===== config.mk =====
export PLATFORM = sky130hd
export DESIGN_NAME = uartx
export DESIGN_NICKNAME = d
export VERILOG_FILES = /design/src/rtl/uartx_pkg.sv /design/src/rtl/uartx_fifo.sv /design/src/rtl/uartx.sv
export SDC_FILE = /design/constraint.sdc
export NUM_CORES = 1
export LEC_CHECK = 0
export CORE_AREA = 2 2 196 198
export CTS_BUF_LIST = sky130_fd_sc_hd__clkbuf_2 sky130_fd_sc_hd__clkbuf_4 sky130_fd_sc_hd__clkbuf_8
export DETAILED_ROUTE_END_ITERATION = 10
export DIE_AREA = 0 0 198 200
export GPL_ROUTABILITY_DRIVEN = 0
export PLACE_DENSITY = 0.57
export SLEW_MARGIN = 20
export SYNTH_ARGS = -nofsm -noshare
export SYNTH_HDL_FRONTEND = slang
export SYNTH_SLANG_ARGS = --single-unit

===== constraint.sdc =====
create_clock -name clk -period 5.4 [get_ports clk]
set_clock_uncertainty 0.05 [all_clocks]
set_input_delay 0.54 -clock clk [delete_from_list [all_inputs] [get_ports clk]]
set_output_delay 0.54 -clock clk [all_outputs]
set_load 0.01 [all_outputs]

===== src/rtl/uartx_pkg.sv =====
// Shared types and constants for the uartx UART: parity modes, engine states,
// oversampling ratio and the majority-vote sample tick indices.
package uartx_pkg;

  typedef enum logic [1:0] {
    PAR_NONE = 2'b00,
    PAR_EVEN = 2'b01,
    PAR_ODD  = 2'b10
  } uart_par_t;

  typedef enum logic [2:0] {
    ST_IDLE,
    ST_START,
    ST_DATA,
    ST_PARITY,
    ST_STOP
  } uart_state_t;

  localparam int OVS = 16;
  localparam logic [3:0] SAMP_A    = 4'd7;
  localparam logic [3:0] SAMP_B    = 4'd8;
  localparam logic [3:0] SAMP_C    = 4'd9;
  localparam logic [3:0] TICK_LAST = 4'(OVS - 1);

  // Parity bit for a data word whose XOR-reduction is ones_xor.
  function automatic logic par_of(input logic odd, input logic ones_xor);
    return odd ? ~ones_xor : ones_xor;
  endfunction

endpackage


===== src/rtl/uartx_fifo.sv =====
// Synchronous first-word-fall-through FIFO, 2**DEPTH_ entries. A push is
// accepted when full if a pop happens in the same cycle; rdata reads 0 when empty.
module uartx_fifo #(
  parameter int W      = 8,
  parameter int DEPTH_ = 4
) (
  input  logic         clk,
  input  logic         rst,
  input  logic [W-1:0] wdata,
  input  logic         push,
  output logic         full,
  output logic [W-1:0] rdata,
  input  logic         pop,
  output logic         empty
);

  localparam int N = 1 << DEPTH_;
  localparam logic [DEPTH_:0] FULL_CNT = {1'b1, {DEPTH_{1'b0}}};

  logic [W-1:0]      mem [N];
  logic [DEPTH_-1:0] wptr;
  logic [DEPTH_-1:0] rptr;
  logic [DEPTH_:0]   count;
  logic              do_push;
  logic              do_pop;

  assign empty   = (count == '0);
  assign full    = (count == FULL_CNT);
  assign do_pop  = pop && !empty;
  assign do_push = push && (!full || do_pop);
  assign rdata   = empty ? '0 : mem[rptr];

  always_ff @(posedge clk) begin
    if (do_push) mem[wptr] <= wdata;
  end

  always_ff @(posedge clk) begin
    if (rst) begin
      wptr  <= '0;
      rptr  <= '0;
      count <= '0;
    end else begin
      if (do_push) wptr <= wptr + 1'b1;
      if (do_pop)  rptr <= rptr + 1'b1;
      case ({do_push, do_pop})
        2'b10:   count <= count + 1'b1;
        2'b01:   count <= count - 1'b1;
        default: count <= count;
      endcase
    end
  end

endmodule


===== src/rtl/uartx.sv =====
// Full-duplex UART: runtime baud divisor, 16x oversampled majority-vote receiver,
// configurable parity/stop bits, FIFO-backed valid/ready byte streams.
module uartx
  import uartx_pkg::*;
#(
  parameter int          DATA_   = 8,
  parameter int          DEPTH_  = 4,
  parameter int          DIV_    = 16,
  parameter int unsigned DIV_RST = 1
) (
  input  logic            clk,
  input  logic            rst,
  input  logic [DIV_-1:0] cfg_div,
  input  logic [1:0]      cfg_par,
  input  logic            cfg_stop2,
  input  logic            cfg_load,
  input  logic [DATA_-1:0] tx_data,
  input  logic            tx_valid,
  output logic            tx_ready,
  output logic [DATA_-1:0] rx_data,
  output logic            rx_perr,
  output logic            rx_ferr,
  output logic            rx_valid,
  input  logic            rx_ready,
  output logic            rx_ovf,
  input  logic            ovf_clr,
  output logic            busy,
  input  logic            rx,
  output logic            tx
);

  // Streams: a beat transfers on any cycle where valid and ready are both high;
  // tx_ready and rx_valid never depend on the partner's valid or ready.

  logic [DIV_-1:0] div_q;
  uart_par_t       par_q;
  logic            stop2_q;
  logic [DIV_-1:0] tick_cnt;
  logic            tick;
  logic            par_en;
  logic            par_odd;

  uart_state_t      rx_state, rx_state_n;
  logic             rx_s1, rx_s2;
  logic [3:0]       rx_tcnt, rx_bcnt;
  logic [DATA_-1:0] rx_sh;
  logic             v7, v8, maj, rx_samp, rx_end;
  logic             rx_perr_q, rx_ferr_q, rx_armed, rx_stop_idx;
  logic             rx_push, rx_full, rx_empty;
  logic [DATA_+1:0] rx_wdata, rx_rdata;

  uart_state_t      tx_state, tx_state_n;
  logic [3:0]       tx_tcnt, tx_bcnt;
  logic [DATA_-1:0] tx_sh, tx_rdata;
  logic             tx_pbit, tx_stop_idx, tx_end, tx_bit, tx_q;
  logic             tx_pop, tx_full, tx_empty;

  assign tick    = (tick_cnt == '0);
  assign par_en  = (par_q != PAR_NONE);
  assign par_odd = (par_q == PAR_ODD);

  always_ff @(posedge clk) begin
    if (rst) begin
      div_q    <= DIV_'(DIV_RST);
      par_q    <= PAR_NONE;
      stop2_q  <= 1'b0;
      tick_cnt <= '0;
    end else begin
      if (cfg_load && rx_state == ST_IDLE && tx_state == ST_IDLE) begin
        div_q   <= cfg_div;
        par_q   <= (cfg_par == 2'b11) ? PAR_NONE : uart_par_t'(cfg_par);
        stop2_q <= cfg_stop2;
      end
      tick_cnt <= tick ? div_q : tick_cnt - 1'b1;
    end
  end

  // ---------------- receiver ----------------
  assign maj     = (v7 & v8) | (v7 & rx_s2) | (v8 & rx_s2);
  assign rx_samp = tick && (rx_tcnt == SAMP_C);
  assign rx_end  = tick && (rx_tcnt == TICK_LAST);
  assign rx_wdata = {rx_ferr_q | ~maj, rx_perr_q, rx_sh};

  always_comb begin
    rx_state_n = rx_state;
    rx_push    = 1'b0;
    case (rx_state)
      ST_IDLE:   if (rx_armed && !rx_s2) rx_state_n = ST_START;
      ST_START:  begin
        if (rx_samp && maj) rx_state_n = ST_IDLE;
        else if (rx_end)    rx_state_n = ST_DATA;
      end
      ST_DATA:   if (rx_end && rx_bcnt == 4'(DATA_ - 1))
                   rx_state_n = par_en ? ST_PARITY : ST_STOP;
      ST_PARITY: if (rx_end) rx_state_n = ST_STOP;
      ST_STOP:   if (rx_samp && rx_stop_idx == stop2_q) begin
        rx_push    = 1'b1;
        rx_state_n = ST_IDLE;
      end
      default:   rx_state_n = ST_IDLE;
    endcase
  end

  always_ff @(posedge clk) begin
    if (rst) begin
      rx_state <= ST_IDLE;
      rx_s1    <= 1'b1;
      rx_s2    <= 1'b1;
    end else begin
      rx_state <= rx_state_n;
      rx_s1    <= rx;
      rx_s2    <= rx_s1;
    end
  end

  always_ff @(posedge clk) begin
    if (rst) begin
      rx_tcnt <= '0; rx_bcnt <= '0; rx_sh <= '0;
      v7 <= 1'b1; v8 <= 1'b1;
      rx_perr_q <= 1'b0; rx_ferr_q <= 1'b0; rx_stop_idx <= 1'b0;
      rx_armed  <= 1'b1;
      rx_ovf    <= 1'b0;
    end else begin
      // A framing error disarms start detection until the line idles high again.
      if (rx_push)                          rx_armed <= ~rx_wdata[DATA_+1];
      else if (rx_state == ST_IDLE && rx_s2) rx_armed <= 1'b1;
      if (rx_state == ST_IDLE) begin
        rx_tcnt <= '0; rx_bcnt <= '0; rx_stop_idx <= 1'b0;
        rx_perr_q <= 1'b0; rx_ferr_q <= 1'b0;
      end else if (tick) begin
        rx_tcnt <= rx_end ? 4'd0 : rx_tcnt + 4'd1;
        if (rx_tcnt == SAMP_A) v7 <= rx_s2;
        if (rx_tcnt == SAMP_B) v8 <= rx_s2;
        if (rx_samp) begin
          case (rx_state)
            ST_DATA:   rx_sh     <= {maj, rx_sh[DATA_-1:1]};
            ST_PARITY: rx_perr_q <= maj ^ par_of(par_odd, ^rx_sh);
            ST_STOP:   rx_ferr_q <= rx_ferr_q | ~maj;
            default:   ;
          endcase
        end
        if (rx_end && rx_state == ST_DATA) rx_bcnt     <= rx_bcnt + 4'd1;
        if (rx_end && rx_state == ST_STOP) rx_stop_idx <= 1'b1;
      end
      if (ovf_clr)                             rx_ovf <= 1'b0;
      else if (rx_push && rx_full && !rx_ready) rx_ovf <= 1'b1;
    end
  end

  uartx_fifo #(.W(DATA_ + 2), .DEPTH_(DEPTH_)) u_rx_fifo (
    .clk(clk), .rst(rst), .wdata(rx_wdata), .push(rx_push), .full(rx_full),
    .rdata(rx_rdata), .pop(rx_ready), .empty(rx_empty)
  );

  assign {rx_ferr, rx_perr, rx_data} = rx_rdata;
  assign rx_valid = !rx_empty;

  // ---------------- transmitter ----------------
  assign tx_end = tick && (tx_tcnt == TICK_LAST);

  always_comb begin
    tx_state_n = tx_state;
    tx_pop     = 1'b0;
    tx_bit     = 1'b1;
    case (tx_state)
      ST_IDLE:   if (tick && !tx_empty) begin
        tx_pop     = 1'b1;
        tx_state_n = ST_START;
      end
      ST_START:  begin
        tx_bit = 1'b0;
        if (tx_end) tx_state_n = ST_DATA;
      end
      ST_DATA:   begin
        tx_bit = tx_sh[0];
        if (tx_end && tx_bcnt == 4'(DATA_ - 1))
          tx_state_n = par_en ? ST_PARITY : ST_STOP;
      end
      ST_PARITY: begin
        tx_bit = tx_pbit;
        if (tx_end) tx_state_n = ST_STOP;
      end
      ST_STOP:   if (tx_end && tx_stop_idx == stop2_q) begin
        // Chain straight into the next start bit so frames carry no idle gap.
        tx_pop     = !tx_empty;
        tx_state_n = tx_empty ? ST_IDLE : ST_START;
      end
      default:   tx_state_n = ST_IDLE;
    endcase
  end

  always_ff @(posedge clk) begin
    if (rst) begin
      tx_state <= ST_IDLE;
      tx_q     <= 1'b1;
      tx_tcnt  <= '0; tx_bcnt <= '0; tx_sh <= '0;
      tx_pbit  <= 1'b0; tx_stop_idx <= 1'b0;
    end else begin
      tx_state <= tx_state_n;
      tx_q     <= tx_bit;
      if (tx_pop) begin
        tx_sh       <= tx_rdata;
        tx_pbit     <= par_of(par_odd, ^tx_rdata);
        tx_tcnt     <= '0;
        tx_bcnt     <= '0;
        tx_stop_idx <= 1'b0;
      end else if (tick && tx_state != ST_IDLE) begin
        tx_tcnt <= tx_end ? 4'd0 : tx_tcnt + 4'd1;
        if (tx_end && tx_state == ST_DATA) begin
          tx_sh   <= tx_sh >> 1;
          tx_bcnt <= tx_bcnt + 4'd1;
        end
        if (tx_end && tx_state == ST_STOP) tx_stop_idx <= 1'b1;
      end
    end
  end

  uartx_fifo #(.W(DATA_), .DEPTH_(DEPTH_)) u_tx_fifo (
    .clk(clk), .rst(rst), .wdata(tx_data), .push(tx_valid), .full(tx_full),
    .rdata(tx_rdata), .pop(tx_pop), .empty(tx_empty)
  );

  assign tx_ready = !tx_full;
  assign tx       = tx_q;
  assign busy     = (rx_state != ST_IDLE) || (tx_state != ST_IDLE);

endmodule


======== Word level (Yosys, flattened, before mapping) ========
Memory sizes are Yosys's and may differ from the RTL's. A register that Yosys moved wholly into a read port is not among the register bits.
Index checks and enable logic that the tools add are counted.
Widths: inputs -> output; s select.
word-level totals
  bits of input ports ..................... 34
  RAM bits ................................ 288
  logic and storage cells ................. 199
  memories ................................ 2
  register bits ........................... 111
  output and inout port bits .............. 15
operators by class
  $add $sub $neg .......................... 13
  muxes and demuxes ....................... 44
  reduce and logical (&&, ||, !) cells .... 63
  bitwise operators ....................... 12
  equality and inequality tests ........... 35
memory list
  name           depth  width  read ports  clocked after memory_dff  write ports  RTL line          source
  u_rx_fifo.mem  16     10     1           1                         1            uartx_fifo.sv:20  logic [W-1:0] mem [N];
  u_tx_fifo.mem  16     8      1           1                         1            uartx_fifo.sv:20
operators with widths
  operator               number
  $mux 3                 12
  $add 4x1->4 const B    8
  $mux 8                 4
  $pmux 3 s5             2
  $logic_and 1x1->1      24
  $mux 4                 6
  $pmux 5 s2             2
  $eq 4x4->1 const B     4
  $logic_not 16->1       1
  $mux 16                1
  $reduce_xor 8->1       2
  $sub 16x1->16 const B  1
  $ne 2x2->1 const B     7
  $mux 1                 13
  $eq 3x2->1 const B     4
  $eq 4x3->1 const B     3
  $reduce_and 3->1       4
  $reduce_bool 2->1      6
  $add 5x1->5 const B    2
  $eq 5x5->1 const B     2
  $logic_not 5->1        2
  $mux 10                1
  $reduce_and 2->1       5
  $reduce_and 5->1       2
  21 further kinds       49

======== Longest topological paths before layout ========
Gate-level depths: netlist of the first run.
  word-level depth ........................ 10
  gate-level depth with buffers ........... 14
  gate-level depth less buffers ........... 14

======== Cells and area by module ========
Synthesis of the first run repeated with hierarchy kept, for this count alone.
unflattened totals
  cells, all modules ...................... 1204
  area, all modules ....................... 17179.0 µm²
modules (own cells, without submodules)
  module                  cells an instance  seq. area each (µm²)  area an instance (µm²)  instances
  uartx_fifo (u_rx_fifo)  382                5144.9                7175.6                  1
  uartx_fifo (u_tx_fifo)  329                4184.0                5933.2                  1
  uartx                   493                1701.6                4070.2                  1

======== Worst setup path after synthesis of the first run ========
OpenSTA, ideal clock, no wires.
  path kind ............................... reg-to-reg
  from .................................... register tx_tcnt[0]
  to ...................................... register u_tx_fifo.count[4]
  path buffers ............................ 0
  data required time ...................... 5.222 ns
  setup time .............................. 0.128 ns
  setup slack ............................. 2.128 ns
  arrival ................................. 3.094 ns
  cell stages (with the launch flop) ...... 15
  clock period less this slack ............ 3.272 ns
  cell sequence ........................... dfxtp_1 -> ha_1 -> and3_1 -> nand2_1 -> a2111oi_0 -> nand2_1 -> nor2_1 -> inv_1 -> fa_1 -> inv_1 -> a21o_1 -> a21oi_1 -> mux2i_1 -> xor2_1 -> nor2_1
between the ends
  word-level cells in the longest chain between the ends .. 10
  elaborated cells on any way between the ends .. 12
RTL lines
  element                                          RTL line          source
  from (decl)                                      uartx.sv:53       logic [3:0] tx_tcnt, tx_bcnt;
  from (signal assigned)                           uartx.sv:208      tx_tcnt <= tx_end ? 4'd0 : tx_tcnt + 4'd1;
  $eq 4x4->1 (*)                                   uartx.sv:159      assign tx_end = tick && (tx_tcnt == TICK_LAST);
  $logic_and 1x1->1 (*)                            uartx.sv:159
  $logic_and 1x1->1 (*)                            uartx.sv:183      ST_STOP: if (tx_end && tx_stop_idx == stop2_q) begin
  $mux 1 (*)                                       uartx.sv:183
  $pmux 1 s2 (*)                                   uartx.sv:165      case (tx_state)
  $logic_and 1x1->1 (*)                            uartx_fifo.sv:29  assign do_pop = pop && !empty;
  $logic_or 1x1->1                                 uartx_fifo.sv:30  assign do_push = push && (!full || do_pop);
  $logic_and 1x1->1                                uartx_fifo.sv:30
  $eq 2x1->1 or $eq 2x2->1 (tied branches)         uartx_fifo.sv:45  case ({do_push, do_pop})
  $pmux 5 s2 or $reduce_bool 2->1 (tied branches)  n/a
  to (signal assigned)                             uartx_fifo.sv:46  2'b10: count <= count + 1'b1;
  to (signal assigned)                             uartx_fifo.sv:47  2'b01: count <= count - 1'b1;
  to (signal assigned)                             uartx_fifo.sv:48  default: count <= count;
  to (decl)                                        uartx_fifo.sv:23  logic [DEPTH_:0] count;
Every way passes the cells marked *; elsewhere a longest branch is shown, timed or not.
A chain may end at the register's enable or synchronous reset.

==> results of run 1 <==
power groups by stage:
stage / registers, W / logic [W] / clock network, W
after floorplan: 0.00360 / 0.00116 / 0
after global placement: 0.00370 / 0.00152 / 0
after detailed placement: 0.00371 / 0.00153 / 0
after CTS: 0.00364 / 0.00153 / 0.00285
after global routing: 0.00367 / 0.00167 / 0.00299
final: 0.00364 / 0.00150 / 0.00276
sequential cells by signal (all words and copies together), names as in the netlist, 2 cells and up, named ones only:
signal,cells
u_rx_fifo.rptr,4
tx_tcnt,4
par_q,2
u_rx_fifo.count,5
rx_sh,8
rx_state,3
tick_cnt,16
tx_state,3
u_rx_fifo.mem,160
u_tx_fifo.count,5
rx_bcnt,4
tx_sh,8
u_tx_fifo.wptr,4
u_rx_fifo.wptr,4
div_q,16
tx_bcnt,4
u_tx_fifo.rptr,4
u_tx_fifo.mem,128
rx_tcnt,4
layout make-up:
type	instances	area (um2)	area share
Multi-Input combinational cell	645	5410	0.283
Tap cell	511	639	0.0335
Inverter	15	56.3	0.00295
Clock inverter	15	78.8	0.00413
Sequential cell	407	11000	0.578
Timing Repair Buffer	55	543	0.0284
Clock buffer	108	1340	0.0700
placed cells by master, fill, tap and decap left out, types with 15 or more instances in the layout:
cell,synthesis,routed
clkbuf_4,0,24
inv_1,15,15
clkdlybuf4s50_1,0,47
mux2i_1,24,24
edfxtp_1,288,288
mux4_2,78,78
a21oi_1,52,52
nor2b_1,17,17
nor2_1,104,104
ha_1,23,23
nand2_1,93,93
dfxtp_1,119,116
nor3_1,20,20
xnor2_1,36,36
and2_1,30,30
xor2_1,22,22
clkbuf_8,0,84
final timing paths:
kind                                              from                       endpoint  slack (ns)
worst max-delay path                         flip-flop                     rx_data[3]        1.44
worst min-delay path                  rx_s1$_SDFF_PP1_               rx_s2$_SDFF_PP1_        0.36
worst max register to register  tick_cnt[6]$_SDFF_PP0_  u_tx_fifo.mem[0][1]$_DFFE_PP_        1.48
worst min register to register        rx_s1$_SDFF_PP1_               rx_s2$_SDFF_PP1_        0.36
per-stage QoR:
stage	cells	util	total power [W]
after floorplan	1117	-	0.00477
after global routing	1756	0.511	0.00833
after global placement	1633	0.473	0.00523
final	1756	0.511	0.00791
after CTS	1756	0.511	0.00803
after detailed placement	1633	0.473	0.00524
metal layers:
metal	track usage	up-vias	wire length (um)
met1	0.227	4460	15100
met5	0	-	0
li1	-	4362	-
met4	0.0596	0	612
met3	0.0348	49	1190
met2	0.274	134	15400
cell families (layout without fill, tap and decap cells):
logic type      count (synthesis)  in the layout
buf+inv                        65            193
fa+ha+maj                      26             26
simple gates                  339            339
flops                         407            407
mux                           110            110
compound gates                112            112
xor+xnor                       58             58
==> metrics.md, run 1 <==
| Metric | Value |
|---|---|
| Crit path top cell by count | `mux4_2` |
| First drt pass iteration count | `5` |
| Setup ws final | `1.44 ns` |
| Pin count of the biggest net entering global routing | `52` |
| Power share of the combinational group | `0.190` |
| Library cells used by synthesis | `59` |
| Antenna viol nets, final | `0` |
| CTS HTree Levels | `3` |
| Simple-Gate Fraction of Synth Area | `0.101` |
| Ys flop type | `edfxtp_1` |
| Post-DR vias/cell | `5.13` |
| Kind of critical path | `reg2out` |
| Area after DPL | `17700 um2` |
| Synthesized area per cell | `15.0 um2` |
| EDFF count, synth | `288` |
| Die height | `200 um` |
| Cell taking the most area after synthesis | `edfxtp_1` |
| Clk sink count | `407` |
| Largest family of logic cells by synthesized area | `multiplexers` |
| Tcrit/Tclk final | `0.733` |
| VDD IR max | `0.272 mV` |
| Synth Warn # | `0` |
| Worst EP arrival | `3.37 ns` |
| Req. time, crit path | `4.81 ns` |
| Clk_lat worst skew | `0.60 ns` |
| LEAKAGE | `6.35 nW` |
| Pins Over Slew Limit | `0` |
| Sequential area share after synthesis | `0.659` |
| Pwr per Cell Area | `414 nW/um2` |
| Area share of fa/ha/maj cells after synthesis | `0.0202` |
| Critical Path, Cell by Cell | `buf_12 -> mux4_2 -> mux4_2 -> nor2b_1 -> clkdlybuf4s50_1` |
| GRT Util Overall | `0.168` |
| Mapped Nets | `1176` |
| Initial DRC Count | `477` |
| Yosys reg bits | `407` |
| Initial Utilization | `0.448` |
| Worst Path Buf+Inv | `2` |
| Post-route cell area | `19100 um2` |
| Post-synthesis cell count | `1117` |
| Nets | `1253` |
| Main area contributors after synthesis | `edfxtp_1 52%, dfxtp_1 14%, mux4_2 10%` |
| # diodes | `0` |
| Switching share of total power | `0.272` |
| Drt drc | `0` |
| Total CTS buffers | `70` |
| Grt total ovfl | `0` |
| Slowest cell on the critical path | `dfxtp_2` |
| Max cap viols | `0` |
| Post-DR wirelength/cell | `18.4 um` |
| Reg2Reg Depth | `7` |
| Port Buffers | `48` |
| Post-DP HPWL | `21.0 mm` |
| Setup TNS | `0 ns` |
| Initial antenna violation count | `0` |
| CP Capture Type | `output port` |
| Ys async rst share | `0` |
| Number of cells on the worst hold path | `1` |
| Post-Syn Area | `16700 um2` |
| Int Pwr | `0.00575 W` |
| Vias in the first global route | `9239` |
| Crit path launch type | `flip-flop` |
| Register share of total power | `0.460` |
| Clock slew at reported path FFs | `0.05 ns` |
| Count leader, synth | `edfxtp_1` |
| Slew at the pin closest to its max-slew limit | `1.10 ns` |
| CP peak stage delay | `0.83 ns` |
| Fillers | `3174` |
| # resized after CTS | `0` |
| Root Buffer Master | `clkbuf_8` |
| RSZ-0062 raised after global routing | `false` |
| Row cnt | `71` |
| WHS | `0.356 ns` |
| Count of hold-fix buffers inserted at cts | `0` |
| F_max | `0.253 GHz` |
| CTS tree | `yes` |
| Xor and xnor area share after synthesis | `0.0303` |
| Final WL | `32.3 mm` |
| Io pins | `49` |
| Critical path fanouts, max | `21` |
| Synth top area share | `0.516` |
| Core area | `37400 um2` |
| First-pass GRT wire length | `51.3 mm` |
| Status | `finished clean` |
| Compound-Gate Fraction of Synth Area | `0.0419` |
| Layout cells sized above 1 | `0.179` |
| Chip Width | `198 um` |
| Setup-failing EPs final | `0` |
| Final hold vios | `0` |
| Area delta synth->final | `14.0%` |
| Final min period | `3.96 ns` |
| Psw | `0.00216 W` |
| Delay-heaviest family, CP | `multiplexers` |
| Multiplexer area fraction after synthesis | `0.130` |
| Synth top cells by count | `288 x edfxtp_1, 119 x dfxtp_1, 104 x nor2_1` |
| Post-CTS setup buffers | `0` |
| Hold Crit Class | `reg2reg` |
| Slew headroom | `0.267` |
| Setup WS pre-CTS | `1.47 ns` |
| Critical Path Stages | `5` |
| Total number of vias | `9005` |
| Clock Path Buffers | `3` |
| Clk network pwr share | `0.350` |
| Die area | `39600 um2` |
Power figures use the tool's default switching activity.
==> run 2, diff against run 1 <==
==> constraint.sdc (replaced) <==
create_clock -name clk -period 4.1 [get_ports clk]
set_clock_uncertainty 0.05 [all_clocks]
set_input_delay 0.41 -clock clk [delete_from_list [all_inputs] [get_ports clk]]
set_output_delay 0.41 -clock clk [all_outputs]
set_load 0.01 [all_outputs]
==> run 2 against run 1 <==
Effect of this change: first-iteration DRC count rose by 8.2%; register-to-register slack worse by 1.0 ns; setup slack worse by 1.0 ns; global-route usage rose by 0.77 points; critical path depth did not move; non-clock buffer count is 6 higher; hold slack got worse by 0.10 ns; combinational power increased by 37%; core utilization unchanged; via count is 2.3% higher; die area unchanged; sequential power grew 30%; largest cell class unchanged.
==> metrics.md, run 2 (synthesis results as in run 1) <==
| Metric | Value |
|---|---|
| Post-DR wirelength/cell | `19.1 um (+3.8%)` |
| CTS tree | `yes` |
| Initial Utilization | `0.448 (unchanged)` |
| Row cnt | `71 (unchanged)` |
| # diodes | `0 (unchanged)` |
| CP Capture Type | `output port` |
| WHS | `0.254 ns (-0.102 ns)` |
| Register share of total power | `0.456 (-0.004)` |
| Dpl cells | `1639 (+0.37%)` |
| Kind of critical path | `reg2out` |
| Clock Path Buffers | `3 (unchanged)` |
| Int Pwr | `0.00755 W (+31%)` |
| Nets | `1257 (+0.32%)` |
| Clk_lat worst skew | `0.61 ns (about the same)` |
| Switching share of total power | `0.274 (+0.00199)` |
| Io pins | `49 (unchanged)` |
| RSZ-0062 raised after global routing | `false` |
| Final min period | `3.71 ns` |
| Worst Path Buf+Inv | `2 (unchanged)` |
| Req. time, crit path | `3.64 ns (-1.17 ns)` |
| Critical Path, Cell by Cell | `buf_12 -> mux4_2 -> mux4_2 -> nor2b_1 -> clkdlybuf4s50_1` |
| Root Buffer Master | `clkbuf_8` |
| Slowest cell on the critical path | `dfxtp_2` |
| CP peak stage delay | `0.60 ns (-0.23 ns)` |
| F_max | `0.270 GHz` |
| Layout cells sized above 1 | `0.178 (-0.00146)` |
| Worst EP arrival | `3.25 ns (-0.12 ns)` |
| Delay-heaviest family, CP | `multiplexers` |
| Max reg flops | `160 (unchanged)` |
| Antenna viol nets, final | `0 (unchanged)` |
| Vias in the first global route | `9373 (+1.5%)` |
| Pin count of the biggest net entering global routing | `57 (+9.6%)` |
| Final WL | `33.4 mm (+3.7%)` |
| VDD IR max | `0.328 mV (+21%)` |
| Hold Crit Class | `in2reg` |
| Port Buffers | `48 (unchanged)` |
| GRT Util Overall | `0.176 (+0.00768)` |
| Die height | `200 um (unchanged)` |
| Total number of vias | `9209 (+2.3%)` |
| CTS HTree Levels | `3 (unchanged)` |
| Most frequent cells in the layout | `288 x edfxtp_1, 116 x dfxtp_1, 104 x nor2_1, 93 x nand2_1` |
| LEAKAGE | `6.35 nW (about the same)` |
| Clock slew at reported path FFs | `0.06 ns (about the same)` |
| Grt total ovfl | `0 (unchanged)` |
| Area after DPL | `17700 um2 (+0.33%)` |
| Status | `finished clean` |
| Crit path launch type | `flip-flop` |
| Clk sink count | `407 (unchanged)` |
| Largest Register | `u_rx_fifo.mem` |
| Psw | `0.00285 W (+32%)` |
| Setup TNS | `0 ns (unchanged)` |
| Clk network pwr share | `0.346 (-0.004)` |
| Area of the multi-input gates | `5410 um2 (about the same)` |
| Final hold vios | `0 (unchanged)` |
| Setup-failing EPs final | `0 (unchanged)` |
| Flip-flop and latch area | `11000 um2 (unchanged)` |
| Max cap viols | `0 (unchanged)` |
| Pwr per Cell Area | `544 nW/um2 (+31%)` |
| Setup WS pre-CTS | `0.347 ns (-1.12 ns)` |
| First drt pass iteration count | `5 (unchanged)` |
| Total CTS buffers | `68 (-2.9%)` |
| Final std cells w/o fill | `1755 (-0.057%)` |
| Setup ws final | `0.391 ns (-1.05 ns)` |
| Pins Over Slew Limit | `0 (unchanged)` |
| Initial DRC Count | `516 (+8.2%)` |
| Most common cell after layout, fill and taps aside | `edfxtp_1` |
| First-pass GRT wire length | `52.8 mm (+2.9%)` |
| Post-route cell area | `19100 um2 (unchanged)` |
| Tcrit/Tclk final | `0.905` |
| Core area | `37400 um2 (unchanged)` |
| Critical path fanouts, max | `30 (+43%)` |
| Die area | `39600 um2 (unchanged)` |
| Chip Width | `198 um (unchanged)` |
| Power share of the combinational group | `0.198 (+0.008)` |
| Post-DP HPWL | `21.5 mm (+2.2%)` |
| Drt drc | `0 (unchanged)` |
| Post-DR vias/cell | `5.25 (+2.3%)` |
| Slew headroom | `0.424 (+0.157)` |
| Post-CTS setup buffers | `0 (unchanged)` |
| Fillers | `3209 (+1.1%)` |
| Area delta synth->final | `14.0% (unchanged)` |
| Slew at the pin closest to its max-slew limit | `0.857 ns (-0.242 ns)` |
| Initial antenna violation count | `0 (unchanged)` |
| Largest registers | `u_rx_fifo.mem x160, u_tx_fifo.mem x128` |
| Crit path top cell by count | `mux4_2` |
[run 2: cell count changes in the layout (fill, tap and decap cells not counted), sizes merged]
cell / change
buf: +6
inv: +2
bufinv: +1
clkbuf: -6
clkinvlp: -1
clkinv: -3
[run 2: what timing repair did]
item / in CTS / in global routing
setup endpoints to repair: 0 / 1
gates resized for setup: 0 / 1
hold buffers: 0 / 0
[run 2: stage by stage]
stage	utilization	power [W]
global route	0.511	0.0109
detailed placement	0.474	0.00694
floorplan	-	0.00628
global placement	0.474	0.00691
finish	0.511	0.0104
CTS	0.511	0.0106
[run 2: path summary, 6_finish.rpt]
kind | start | endpoint | slack, ns | cells after the start
setup / recovery | flip-flop | rx_data[2] | 0.39 | 5
hold / removal | rst | u_rx_fifo.count[0]$_SDFFE_PP0P_ | 0.25 | 2
setup reg to reg | tx_tcnt[0]$_SDFFE_PP0P_ | u_tx_fifo.count[4]$_SDFFE_PP0P_ | 0.47 | 14
hold reg to reg | rx_s1$_SDFF_PP1_ | rx_s2$_SDFF_PP1_ | 0.36 | 1
[run 2: cell type report]
| type | instances | share of cell area |
|---|---|---|
| Inverter | 15 | 0.00295 |
| Timing Repair Buffer | 61 | 0.0314 |
| Multi-Input combinational cell | 645 | 0.283 |
| Clock inverter | 14 | 0.00537 |
| Tap cell | 511 | 0.0335 |
| Clock buffer | 102 | 0.0656 |
| Sequential cell | 407 | 0.578 |
[run 2: per-layer routing]
layer  routed length, um  vias up  global-route usage  share of wire
li1                    -     4371                   -              -
met5                   0        -                   0              0
met2               16300      165               0.288           0.49
met1               15000     4616               0.231           0.45
met3                1270       57              0.0339          0.038
met4                 898        0              0.0763          0.027
[run 2: power groups by stage]
stage | combinational [W] | sequential (W) | clock, W
after global routing | 0.00230 | 0.00478 | 0.00387
after detailed placement | 0.00210 | 0.00484 | 0
after floorplan | 0.00153 | 0.00475 | 0
after CTS | 0.00211 | 0.00475 | 0.00371
after global placement | 0.00208 | 0.00483 | 0
final | 0.00206 | 0.00475 | 0.00359
==> RTL change: new RTL, flow settings as in run 2 <==
`DEPTH_` is set to 4 in 2 places; all go to 3.
--- a/src/rtl/uartx_fifo.sv
+++ b/src/rtl/uartx_fifo.sv
@@ -3,5 +3,5 @@
 module uartx_fifo #(
   parameter int W      = 8,
-  parameter int DEPTH_ = 4
+  parameter int DEPTH_ = 3
 ) (
   input  logic         clk,
--- a/src/rtl/uartx.sv
+++ b/src/rtl/uartx.sv
@@ -5,5 +5,5 @@
 #(
   parameter int          DATA_   = 8,
-  parameter int          DEPTH_  = 4,
+  parameter int          DEPTH_  = 3,
   parameter int          DIV_    = 16,
   parameter int unsigned DIV_RST = 1
Behaviour: not the same (a bounded check fails within 10 cycles, from zero or initial values and one cycle with rst high).
==> RTL change against run 2 <==
- routed wire length decreased by 33%
- total power shrank 32%
- sequential cell count shrank 152
- critical path depth grew 8
- core utilization fell by 17 points
- final cell count shrank 14%
- global-route usage down 6.2 points
- synthesized area shrank 36%
- first-iteration DRC count fell by 38%
- critical endpoint is now u_tx_fifo.count[3]$_SDFFE_PP0P_
- worst setup slack improved by 0.41 ns
- register-to-register slack improved by 0.33 ns
- final area is 33% lower
- largest cell class unchanged
- non-clock buffer count up 13
==> RTL change: results <==
group,metric,value,unit
synthesis,synth_area_leaders,"edfxtp_1 (40%), dfxtp_1 (21%), mux4_2 (6.3%)",
grt,track_usage,0.114,
status,status,"finished, final reports clean",
synthesis,synthTopCellsByCount,"edfxtp_1 (144), dfxtp_1 (111), nor2_1 (105), nand2_1 (98), a21oi_1 (58)",
power_and_ir_drop,internal_power,5.01,mW
power_and_ir_drop,p_leak,4.31,nW
clocking,htree_num_levels,2,
place,dp_slack,0.722,ns
clocking,cts_buffers,44,
sta,worstMarginPinSlew,1.07,ns
place,dp_hpwl,15200,microns
finish,layout.nets,1008,
power_and_ir_drop,p_comb_frac,0.233,
synthesis,avgSynthCellArea,12.3,sq um
place,dp_cells,1422,
grt,use_met1,0.142,
synthesis,seq_area_frac_synth,0.610,
critical_path,slowest_delay,0.40,ns
grt,grt_max_degree,44,
drt,drtIter0Drc,320,
critical_path,cp.arrival,3.70,ns
power_and_ir_drop,powerDensity,552,nW/um^2
drt,wl,22600,microns
drt,wl_met2,11100,microns
place,place_area,11900,sq um
synthesis,synthDistinctLibCells,64,
finish,drive_gt1_frac,0.158,
critical_path,worstSetupPathType,"register to register",
drt,wl_met1,10100,microns
RTL change: cell count changes in the layout (fill, tap and decap cells not counted), moves of 11 or more:
cell,change
clkbuf_8,-24
nor3_1,+11
mux2i_1,+12
mux4_2,-48
nor2b_1,-13
and2_1,-26
edfxtp_1,-144
buf_4,+14
RTL change: cells by family (layout without fill, tap and decap cells):
group | Yosys count | after routing | synth area share
DFF | 255 | 255 | 0.610
buffers and inverters | 54 | 169 | 0.0201
xor gates and xnor gates | 47 | 47 | 0.0397
adders and majority gates | 18 | 18 | 0.0222
muxes | 67 | 67 | 0.0976
AOI/OAI and AO/OA | 117 | 117 | 0.0679
and+or+nand+nor | 317 | 317 | 0.142
RTL change: area by class of cell:
class / instances / area [sq um] / area share
sequential: 255 / 6550 / 0.510
inverter: 16 / 60.1 / 0.00468
multi-input combinational: 566 / 3970 / 0.309
clock buffer: 68 / 848 / 0.0661
clock inverter: 11 / 105 / 0.00818
timing repair buffer: 74 / 671 / 0.0522
tap: 511 / 639 / 0.0498
